==> src/rtl/aes_round_sequencer.sv <==
// Control FSM for a byte-serial AES-128 encryption datapath.
// It walks one block through LOAD (key/plaintext capture plus round-0 whitening),
// then NR rounds of KEYEXP (16 key-expansion steps) and DATA (16 SubBytes/MixColumns/
// AddRoundKey steps), then OUTPUT (16 ciphertext bytes). It also supplies the round
// number, the Rcon value and the per-stage enables to the external byte datapath.
module aes_round_sequencer #(
  parameter int NR     = 10,
  parameter int NBYTES = 16
) (
  input  logic       clk,
  input  logic       rst,
  input  logic       start,
  input  logic       in_valid,
  input  logic       out_ready,
  output logic       busy,
  output logic       load_en,
  output logic       ke_en,
  output logic       sb_en,
  output logic       mc_en,
  output logic       ark_en,
  output logic       out_valid,
  output logic [3:0] byte_idx,
  output logic [3:0] round,
  output logic [7:0] rcon,
  output logic       done
);

  typedef enum logic [2:0] {
    IDLE,
    LOAD,
    KEYEXP,
    DATA,
    OUTPUT
  } state_t;

  localparam logic [3:0] LAST_IDX   = 4'(NBYTES - 1);
  localparam logic [3:0] LAST_ROUND = 4'(NR);
  localparam logic [7:0] RCON_FIRST = 8'h01;

  state_t state;

  // GF(2^8) doubling modulo x^8+x^4+x^3+x+1; produces the next round constant.
  function automatic logic [7:0] xtime(input logic [7:0] b);
    return {b[6:0], 1'b0} ^ (b[7] ? 8'h1b : 8'h00);
  endfunction

  // Sequencer state, byte/round counters, Rcon and the one-cycle done pulse.
  always_ff @(posedge clk or posedge rst) begin
    if (rst) begin
      state    <= IDLE;
      byte_idx <= 4'd0;
      round    <= 4'd0;
      rcon     <= RCON_FIRST;
      done     <= 1'b0;
    end else begin
      done <= 1'b0;
      case (state)
        IDLE: begin
          if (start) begin
            state    <= LOAD;
            byte_idx <= 4'd0;
            round    <= 4'd0;
          end
        end
        LOAD: begin
          // The source can stall; advance only on an accepted byte.
          if (in_valid) begin
            if (byte_idx == LAST_IDX) begin
              state    <= KEYEXP;
              byte_idx <= 4'd0;
              round    <= 4'd1;
              rcon     <= RCON_FIRST;
            end else begin
              byte_idx <= byte_idx + 4'd1;
            end
          end
        end
        KEYEXP: begin
          if (byte_idx == LAST_IDX) begin
            state    <= DATA;
            byte_idx <= 4'd0;
          end else begin
            byte_idx <= byte_idx + 4'd1;
          end
        end
        DATA: begin
          if (byte_idx == LAST_IDX) begin
            byte_idx <= 4'd0;
            if (round < LAST_ROUND) begin
              state <= KEYEXP;
              round <= round + 4'd1;
              rcon  <= xtime(rcon);
            end else begin
              // Last round: round and rcon stay put through OUTPUT.
              state <= OUTPUT;
            end
          end else begin
            byte_idx <= byte_idx + 4'd1;
          end
        end
        OUTPUT: begin
          // The sink can stall; advance only on an accepted byte.
          if (out_ready) begin
            if (byte_idx == LAST_IDX) begin
              state    <= IDLE;
              byte_idx <= 4'd0;
              round    <= 4'd0;
              rcon     <= RCON_FIRST;
              done     <= 1'b1;
            end else begin
              byte_idx <= byte_idx + 4'd1;
            end
          end
        end
        default: begin
          state    <= IDLE;
          byte_idx <= 4'd0;
          round    <= 4'd0;
          rcon     <= RCON_FIRST;
        end
      endcase
    end
  end

  // Stage enables are decoded from the state register. load_en/ark_en in LOAD
  // follow in_valid so that round-0 whitening happens on the same accepted byte.
  assign busy      = (state != IDLE);
  assign load_en   = (state == LOAD) && in_valid;
  assign ke_en     = (state == KEYEXP);
  assign sb_en     = (state == DATA);
  assign mc_en     = (state == DATA) && (round != LAST_ROUND);
  assign ark_en    = (state == DATA) || ((state == LOAD) && in_valid);
  assign out_valid = (state == OUTPUT);

endmodule

==> config.mk <==
export PLATFORM = sky130hd
export DESIGN_NAME = aes_round_sequencer
export DESIGN_NICKNAME = d
export VERILOG_FILES = /design/src/rtl/aes_round_sequencer.sv
export SDC_FILE = /design/constraint.sdc
export NUM_CORES = 1
export LEC_CHECK = 0
export ABC_CLOCK_PERIOD_IN_PS = 4250
export CAP_MARGIN = 20
export CORE_UTILIZATION = 52
export CTS_CLUSTER_SIZE = 40
export DETAILED_ROUTE_END_ITERATION = 8
export PLACE_DENSITY = 0.84
export SKIP_CTS_REPAIR_TIMING = 1
export SYNTH_ARGS = -nofsm -noshare
export SYNTH_HDL_FRONTEND = slang
export SYNTH_SLANG_ARGS = --single-unit
==> constraint.sdc <==
create_clock -name clk -period 4.25 [get_ports clk]
set_input_delay 0.6375 -clock clk [delete_from_list [all_inputs] [get_ports clk]]
set_output_delay 0.6375 -clock clk [all_outputs]
set_load 0.03 [all_outputs]
==> impl_metrics.ini, run 1 <==
[cells_and_area]
antenna_cells = 0
layout.nets = 152
layout_common_cells = clkdlybuf4s50_1 (28), dfrtp_1 (19), nand2_1 (10), nor2_1 (9), inv_1 (9)
syn_to_final_growth_pct = 26.3
final_common_cell = clkdlybuf4s50_1
n_fill_cell = 179
drive_gt1_frac = 0.133
final_util = 0.727

[setup_path]
critical_path_class = flip-flop to output port
worstPathArrival_ns = 2.51
cp-end-kind = output port
max_stage_delay_ns = 0.59
crit_chain = nand3b_1 -> clkinv_1 -> or2_2 -> clkdlybuf4s50_1
cp_data_required_time_ns = 3.61
start_kind = flip-flop
crit_fanout = 15
cpMaxStageDelayCell = dfrtp_1

[clock_network]
clk_pin_slew_ns = 0.12
cts.sinks = 20
clock_path_buffers = 2
cts_tree = done
cts_buffers = 3
cts_root_buffer = clkbuf_4
clk-insertion-delay-late_ns = 0.31
htree_levels = 1

[global_routing]
grt_pass1_wl_um = 4300
grtUsageTotal = 0.234
grt_pass1_vias = 946
grt.overflow.total = 0
grt_max_degree = 21
antenna_found_initial = 0

[power_and_ir_drop]
ir_worst_vdd_mv = 0.185
power_frac_seq = 0.638
p_clk_frac = 0.334
power_density_nw_per_um2 = 201
leakage_uw = 0.000649
comb_power_share = 0.028
p_sw_frac = 0.226
power_switching_uw = 67.5
internal-power_uw = 231

[synthesis]
syn_nets = 124
ys_types = 40
synth_ff_type = dfrtp_1
syn_area_per_cell_um2 = 10.1
async_reset_ff_frac = 1.00
syn_area_um2 = 1170
syn_inst = 116
ys_ff_latch = 20
yosysWarnings = 0
synth-edff-count = 0
yosysSeqAreaShare = 0.427

[timing]
max_freq_ghz = 0.317
fin_ws_ns = 1.10
max-slew-margin-rel = 0.475
setup_viol = 0
timing.final.hold_violations = 0
final_max_slew_viol_count = 0
finClkSkew_ns = 0.00755
finalCritPeriodShare = 0.742
finalCriticalPeriod_ns = 3.15
grt_setup_unrepaired = false
tightest_slew_ns = 0.787
setup_tns_ns = 0

[placed_design]
dp_hpwl_um = 1860
portBuffers = 28
pre_cts_slack_ns = 1.38
routabilityCongestion = 0.840

[floorplan]
die-area_um2 = 2450
coreArea_um2 = 2040
die_h_um = 49.5
io_pins = 29
die_w_um = 49.5
num_rows = 16
initial_core_util = 0.575

[route]
routed_wl_um = 2590
via_count = 976
via_per_inst = 5.74
wire_per_inst_um = 15.3
dr.first_iter.drc_count = 13
drtAntennaViolNets = 0
drc = 0
dr.pass1.iters = 4

[job]
max-cap-violations = 0

[min_path]
min_path_type = flip-flop to flip-flop

[run_status]
outcome = finished, final reports clean
[Yosys cell counts (3+ instances only)]
cell type  instances  share of area
mux2_2             8          0.077
o21ai_0            4          0.017
nand3b_1           3          0.019
mux2i_1            5          0.043
a31oi_1            3          0.016
xnor2_1            4          0.030
dfrtp_1           19           0.40
nand3_1            4          0.017
nor2_1             9          0.029
inv_1              9          0.029
and3_1             4          0.021
nand2_1           10          0.032
ha_1               3          0.032
[critical path, delay by kind of cell (launching register included)]
family / cells / cell delay [ns]
flip-flops: 1 / 0.59
buffers and inverters: 2 / 0.89
AND/OR/NAND/NOR: 2 / 0.72
[final timing paths]
path / start / cells past startpoint / slack (ns) / end
max in group asynchronous: rst / 2 / 3.00 / done
min in group asynchronous: rst / 2 / 0.76 / rcon[1]
worst max-delay path: state[2] / 4 / 1.10 / ark_en
worst min-delay path: rcon[4] / 1 / 0.55 / rcon[4]
worst max register to register: byte_idx[0] / 5 / 1.83 / rcon[1]
worst min register to register: rcon[4] / 1 / 0.55 / rcon[4]
[final cells by class]
| class | count | area, um^2 | share of cell area |
|---|---|---|---|
| Inverter | 10 | 37.5 | 0.0253 |
| Timing Repair Buffer | 28 | 280 | 0.189 |
| Sequential cell | 20 | 502 | 0.338 |
| Clock buffer | 4 | 26.3 | 0.0177 |
| Tap cell | 27 | 33.8 | 0.0228 |
| Multi-Input combinational cell | 81 | 604 | 0.407 |
[power groups by stage]
stage	combinational, uW	sequential [uW]	clock [uW]
finish	8.34	190	99.4
global route	9.37	190	108
CTS	8.67	190	99.1
detailed placement	8.56	194	0
global placement	8.45	194	0
floorplan	3.28	194	0
[stage by stage]
| step | total power [uW] | hold slack [ns] | cell area (um^2) | std cells |
|---|---|---|---|---|
| after floorplan | 197 | 0.601 | 1170 | 116 |
| after global placement | 202 | 0.521 | 1460 | 166 |
| after detailed placement | 202 | 0.526 | 1460 | 166 |
| after CTS | 298 | 0.555 | 1480 | 170 |
| after global routing | 308 | 0.574 | 1480 | 170 |
| final | 298 | 0.548 | 1480 | 170 |
[routing by layer]
| metal | up-vias | track usage | share of wire |
|---|---|---|---|
| met2 | 32 | 0.347 | 0.47 |
| met5 | - | 0 | 0 |
| met4 | 0 | 0.148 | 0.029 |
| met3 | 10 | 0.0494 | 0.041 |
| li1 | 461 | - | - |
| met1 | 473 | 0.310 | 0.45 |
[cells by family (layout without fill, tap and decap cells)]
| family | Yosys count | count (layout) | synth area share |
|---|---|---|---|
| fa+ha+maj | 3 | 3 | 0.0320 |
| compound gates | 19 | 19 | 0.140 |
| buf+inv | 15 | 42 | 0.0586 |
| mux | 14 | 14 | 0.132 |
| flops | 20 | 20 | 0.427 |
| xor+xnor | 4 | 4 | 0.0298 |
| simple gates | 41 | 41 | 0.181 |
[sequential cells by signal, summed over array words and instances, names as in the netlist]
| name | flops |
|---|---|
| done | 1 |
| state | 3 |
| byte_idx | 4 |
| rcon | 8 |
| round | 4 |
Power figures use the tool's default switching activity.
==> inputs of run 2 (changes only) <==
--- a/config.mk
+++ b/config.mk
@@ -5,12 +5,12 @@
 export SDC_FILE = /design/constraint.sdc
 export NUM_CORES = 1
 export LEC_CHECK = 0
-export ABC_CLOCK_PERIOD_IN_PS = 4250
+export ABC_CLOCK_PERIOD_IN_PS = 2700
 export CAP_MARGIN = 20
-export CORE_UTILIZATION = 52
+export CORE_UTILIZATION = 43
 export CTS_CLUSTER_SIZE = 40
 export DETAILED_ROUTE_END_ITERATION = 8
-export PLACE_DENSITY = 0.84
+export PLACE_DENSITY = 0.74
 export SKIP_CTS_REPAIR_TIMING = 1
 export SYNTH_ARGS = -nofsm -noshare
 export SYNTH_HDL_FRONTEND = slang
==> constraint.sdc (replaced) <==
create_clock -name clk -period 2.7 [get_ports clk]
set_input_delay 0.405 -clock clk [delete_from_list [all_inputs] [get_ports clk]]
set_output_delay 0.405 -clock clk [all_outputs]
set_load 0.03 [all_outputs]
==> run 2 against run 1 <==
  * Clock skew increased by 0.0022 ns
  * Critical path type unchanged
  * Power increased by 64%
  * Sequential share of layout area decreased by 0.91 points
  * Sequential power increased by 57%
  * Global-route usage decreased by 5.2 points
  * Critical endpoint is now out_valid
  * Design area increased by 3.0%
  * Worst hold slack got worse by 0.017 ns
  * Count of clock-buffer cells in the layout unchanged
  * Die area increased by 20%
  * Largest cell class unchanged
  * Via count decreased by 2.3%
  * Clock power increased by 77%
==> impl_metrics.ini, run 2 (synthesis gave the netlist of run 1 again) <==
[clock_network]
cts_tree = done
clk-insertion-delay-late_ns = 0.31
clock_path_buffers = 2
htree_levels = 1
clk_pin_slew_ns = 0.12
cts_buffers = 3
cts.sinks = 20
cts_root_buffer = clkbuf_4

[global_routing]
met3_usage = 0.0333
antenna_found_initial = 0
grt_pass1_wl_um = 3840
grtUsageTotal = 0.182
grt_util_met1 = 0.227
grt.overflow.total = 0
use_met2 = 0.313
grt_pass1_vias = 860
grt_max_degree = 21
grt.busiest_layer = met2

[floorplan]
die_h_um = 54.3
coreArea_um2 = 2520
die-area_um2 = 2950
initial_core_util = 0.466
num_rows = 18
io_pins = 29
die_w_um = 54.3

[timing]
max-slew-margin-rel = 0.476
max_freq_ghz = 0.400
finalCriticalPeriod_ns = 2.50
finalCritPeriodShare = 0.925
setup_tns_ns = 0
timing.final.hold_violations = 0
grt_setup_unrepaired = false
final_max_slew_viol_count = 0
finClkSkew_ns = 0.00975
setup_viol = 0
tightest_slew_ns = 0.784

[power_and_ir_drop]
power_uw = 488
power_density_nw_per_um2 = 319
ir_worst_vdd_mv = 0.254
leakage_uw = 0.000675

[route]
routed_wl_um = 2370
dr.pass1.iters = 4
drtAntennaViolNets = 0
via_per_inst = 5.39
dr.first_iter.drc_count = 18
via_count = 954
drc = 0
wire_per_inst_um = 13.4

[setup_path]
cp-end-kind = output port
crit_fanout = 10
crit_chain = nor2_1 -> and2_1 -> clkdlybuf4s50_1
start_kind = flip-flop
cp_data_required_time_ns = 2.30
critical_path_class = flip-flop to output port
worstPathArrival_ns = 2.09
cpMaxStageDelayCell = clkdlybuf4s50_1
max_stage_delay_ns = 0.67

[min_path]
min_path_type = input port to asynchronous set/reset pin

[cells_and_area]
syn_to_final_growth_pct = 30.1
antenna_cells = 0
layout.nets = 156
largest-register = rcon
drive_gt1_frac = 0.170
reg.largest.list = rcon: 8 flops, byte_idx: 4 flops, round: 4 flops
largest_register_ffs = 8
layout_common_cells = clkdlybuf4s50_1 (28), dfrtp_1 (18), nand2_1 (10), nor2_1 (9), inv_1 (9)
final_common_cell = clkdlybuf4s50_1

[placed_design]
dp_hpwl_um = 1740
routabilityCongestion = 0.741
portBuffers = 28

[job]
max-cap-violations = 0

[run_status]
outcome = finished, final reports clean
==> run 2: metal layers <==
metal / vias up / share of wire
li1: 469 / -
met1: 458 / 0.46
met2: 22 / 0.49
met3: 5 / 0.036
met4: 0 / 0.013
met5: - / 0
==> run 2: layout make-up <==
class | count | area (um^2)
clock buffer | 4 | 36.3
timing repair buffer | 32 | 310
fill | 216 | 993
sequential | 20 | 503
multi-input combinational | 81 | 604
tap | 30 | 37.5
inverter | 10 | 37.5
==> run 2: path summary, 6_finish.rpt <==
check,from,to,slack (ns),cells past startpoint
max in group asynchronous,rst,state[0],1.63,2
worst max-delay path,state[1],out_valid,0.20,3
min in group clk,byte_idx[1],byte_idx[1],0.56,2
worst max register to register,byte_idx[0],rcon[4],0.34,5
worst min-delay path,rst,round[0],0.53,2
worst min register to register,byte_idx[1],byte_idx[1],0.56,2
==> run 2: per-stage QoR <==
stage / util / std cells / cell area, um^2 / setup WS [ns] / hold slack, ns
final: 0.606 / 177 / 1530 / 0.203 / 0.531
after global routing: 0.606 / 177 / 1530 / 0.0868 / 0.594
after CTS: 0.606 / 177 / 1530 / 0.171 / 0.553
after detailed placement: 0.591 / 173 / 1490 / 0.362 / 0.526
after global placement: 0.591 / 173 / 1490 / 0.392 / 0.522
after floorplan: - / 116 / 1170 / 0.461 / 0.368
==> run 2: critical path, delay by kind of cell, from the launching register on <==
family	cells	cell delay [ns]
buffers and inverters	1	0.67
DFF	1	0.52
and+or+nand+nor	2	0.60
==> run 2: where the power goes <==
group	total [uW]	internal [uW]	switching, uW	leakage [uW]
logic	12.8	5.63	7.21	0.000433
clock network	176	82.4	93.8	0.0000210
registers	299	299	0	0.000220
total	488	387	101	0.000675
==> inputs of run 3 (changes only) <==
--- a/config.mk
+++ b/config.mk
@@ -7,10 +7,10 @@
 export LEC_CHECK = 0
 export ABC_CLOCK_PERIOD_IN_PS = 2700
 export CAP_MARGIN = 20
-export CORE_UTILIZATION = 43
-export CTS_CLUSTER_SIZE = 40
+export CORE_UTILIZATION = 55
 export DETAILED_ROUTE_END_ITERATION = 8
-export PLACE_DENSITY = 0.74
+export DONT_BUFFER_PORTS = 1
+export PLACE_DENSITY = 0.73
 export SKIP_CTS_REPAIR_TIMING = 1
 export SYNTH_ARGS = -nofsm -noshare
 export SYNTH_HDL_FRONTEND = slang
==> run 3 against run 2 <==
  * Cell count is 16% lower
  * Worst setup slack better by 0.17 ns
  * Critical path type unchanged
  * Design area is 18% lower
  * Wire length is 10% lower
  * Critical endpoint is now mc_en
  * Critical path depth is 1 lower
  * Clock skew is 0.0052 ns lower
  * Sequential power hardly changed
  * Non-clock buffer count is 26 lower
  * Highest routed layer unchanged
  * Worst hold slack worse by 0.42 ns
  * First-iteration DRC count is 11% lower
  * Power is 2.5% lower
==> impl_metrics.ini, run 3 (synthesis gave the netlist of run 1 again) <==
[setup_path]
path_delay_family = compound AO/OA/AOI/OAI gates
r2r_cells = 5
critical_path_class = flip-flop to output port
crit_chain = nand3b_1 -> a31oi_1
worstPathArrival_ns = 1.92
cpMaxStageDelayCell = a31oi_1
cp.depth = 2
cp_data_required_time_ns = 2.30
max_stage_delay_ns = 0.67
crit_fanout = 15
start_kind = flip-flop
cp-end-kind = output port
cp_num_buf_inv = 0

[cells_and_area]
multi_input_area_um2 = 604
largest_register_ffs = 8
syn_to_final_growth_pct = 7.14
reg.largest.list = rcon: 8 flops, byte_idx: 4 flops, round: 4 flops
final_common_cell = dfrtp_1
layout.nets = 130
antenna_cells = 0
n_fill_cell = 169
drive_gt1_frac = 0.215
layout_common_cells = dfrtp_1 (19), nand2_1 (10), nor2_1 (9), inv_1 (9), mux2_2 (8)
regArea_um2 = 502
largest-register = rcon

[global_routing]
grt.overflow.total = 0
grt_pass1_vias = 681
grt_max_degree = 21
grt_pass1_wl_um = 3330
grtUsageTotal = 0.213
antenna_found_initial = 0

[run_status]
outcome = finished, final reports clean

[floorplan]
coreArea_um2 = 1980
num_rows = 16
die_h_um = 48.2
die_w_um = 48.2
die-area_um2 = 2330
io_pins = 29
initial_core_util = 0.593

[clock_network]
cts.sinks = 20
clk_pin_slew_ns = 0.11
cts_root_buffer = clkbuf_4
cts_buffers = 3
clk-insertion-delay-late_ns = 0.30
htree_levels = 1
clock_path_buffers = 2
cts_tree = done

[route]
wire_per_inst_um = 14.4
dr.pass1.iters = 4
drc = 0
drtAntennaViolNets = 0
via_per_inst = 5.76
dr.first_iter.drc_count = 16
via_count = 852
routed_wl_um = 2130

[timing]
finalCriticalPeriod_ns = 2.32
finClkSkew_ns = 0.00459
max-slew-margin-rel = 0.496
whs_ns = 0.107
setup_tns_ns = 0
tightest_slew_ns = 0.752
finalCritPeriodShare = 0.860
final_max_slew_viol_count = 0
max_freq_ghz = 0.430
setup_viol = 0
grt_setup_unrepaired = false
timing.final.hold_violations = 0

[power_and_ir_drop]
power_density_nw_per_um2 = 378
power_uw = 476
ir_worst_vdd_mv = 0.484
leakage_uw = 0.000572

[placed_design]
portBuffers = 0
dp_hpwl_um = 1570
routabilityCongestion = 0.707

[min_path]
min_path_type = input port to asynchronous set/reset pin

[job]
max-cap-violations = 0
## run 3: cell types whose count changed in the layout (fill, tap and decap cells not counted)
cell             change
buf_4                +2
clkdlybuf4s50_1     -28
dfrtp_1              +1
dfrtp_2              -1
## run 3: power breakdown
group          leakage (uW)  total [uW]  switching (uW)  internal [uW]
combinational      0.000330        6.26            5.61          0.649
sequential         0.000221         299               0            299
clock             0.0000210         170            88.2           82.2
total              0.000572         476            93.8            382
## run 3: path summary, 6_finish.rpt
kind / startpoint / endpoint / slack, ns
max: state[2] / mc_en / 0.38
min: rst / round[3] / 0.11
max reg2reg: byte_idx[2] / rcon[1] / 0.54
min reg2reg: byte_idx[1] / byte_idx[1] / 0.69
max in group asynchronous: rst / rcon[3] / 2.13
min in group clk: out_ready / done / 0.26
## run 3: per-layer routing
metal  track usage  wire [um]
met1         0.301        991
met4        0.0333         14
met5             0          0
met2         0.304        973
met3         0.100        150
## run 3: area by class of cell
class	count	share of cell area
multi-input cells	81	0.480
well taps	27	0.0268
repair buffers	6	0.0358
inverters	10	0.0298
clock buffers	4	0.0288
flip-flops and latches	20	0.399
## run 3: stage by stage
step,util,setup slack (ns),instance area [um^2],std cells
floorplan,-,0.461,1170,116
global placement,0.617,0.635,1220,144
detailed placement,0.617,0.578,1220,144
CTS,0.635,0.388,1260,148
global route,0.635,0.258,1260,148
finish,0.635,0.377,1260,148
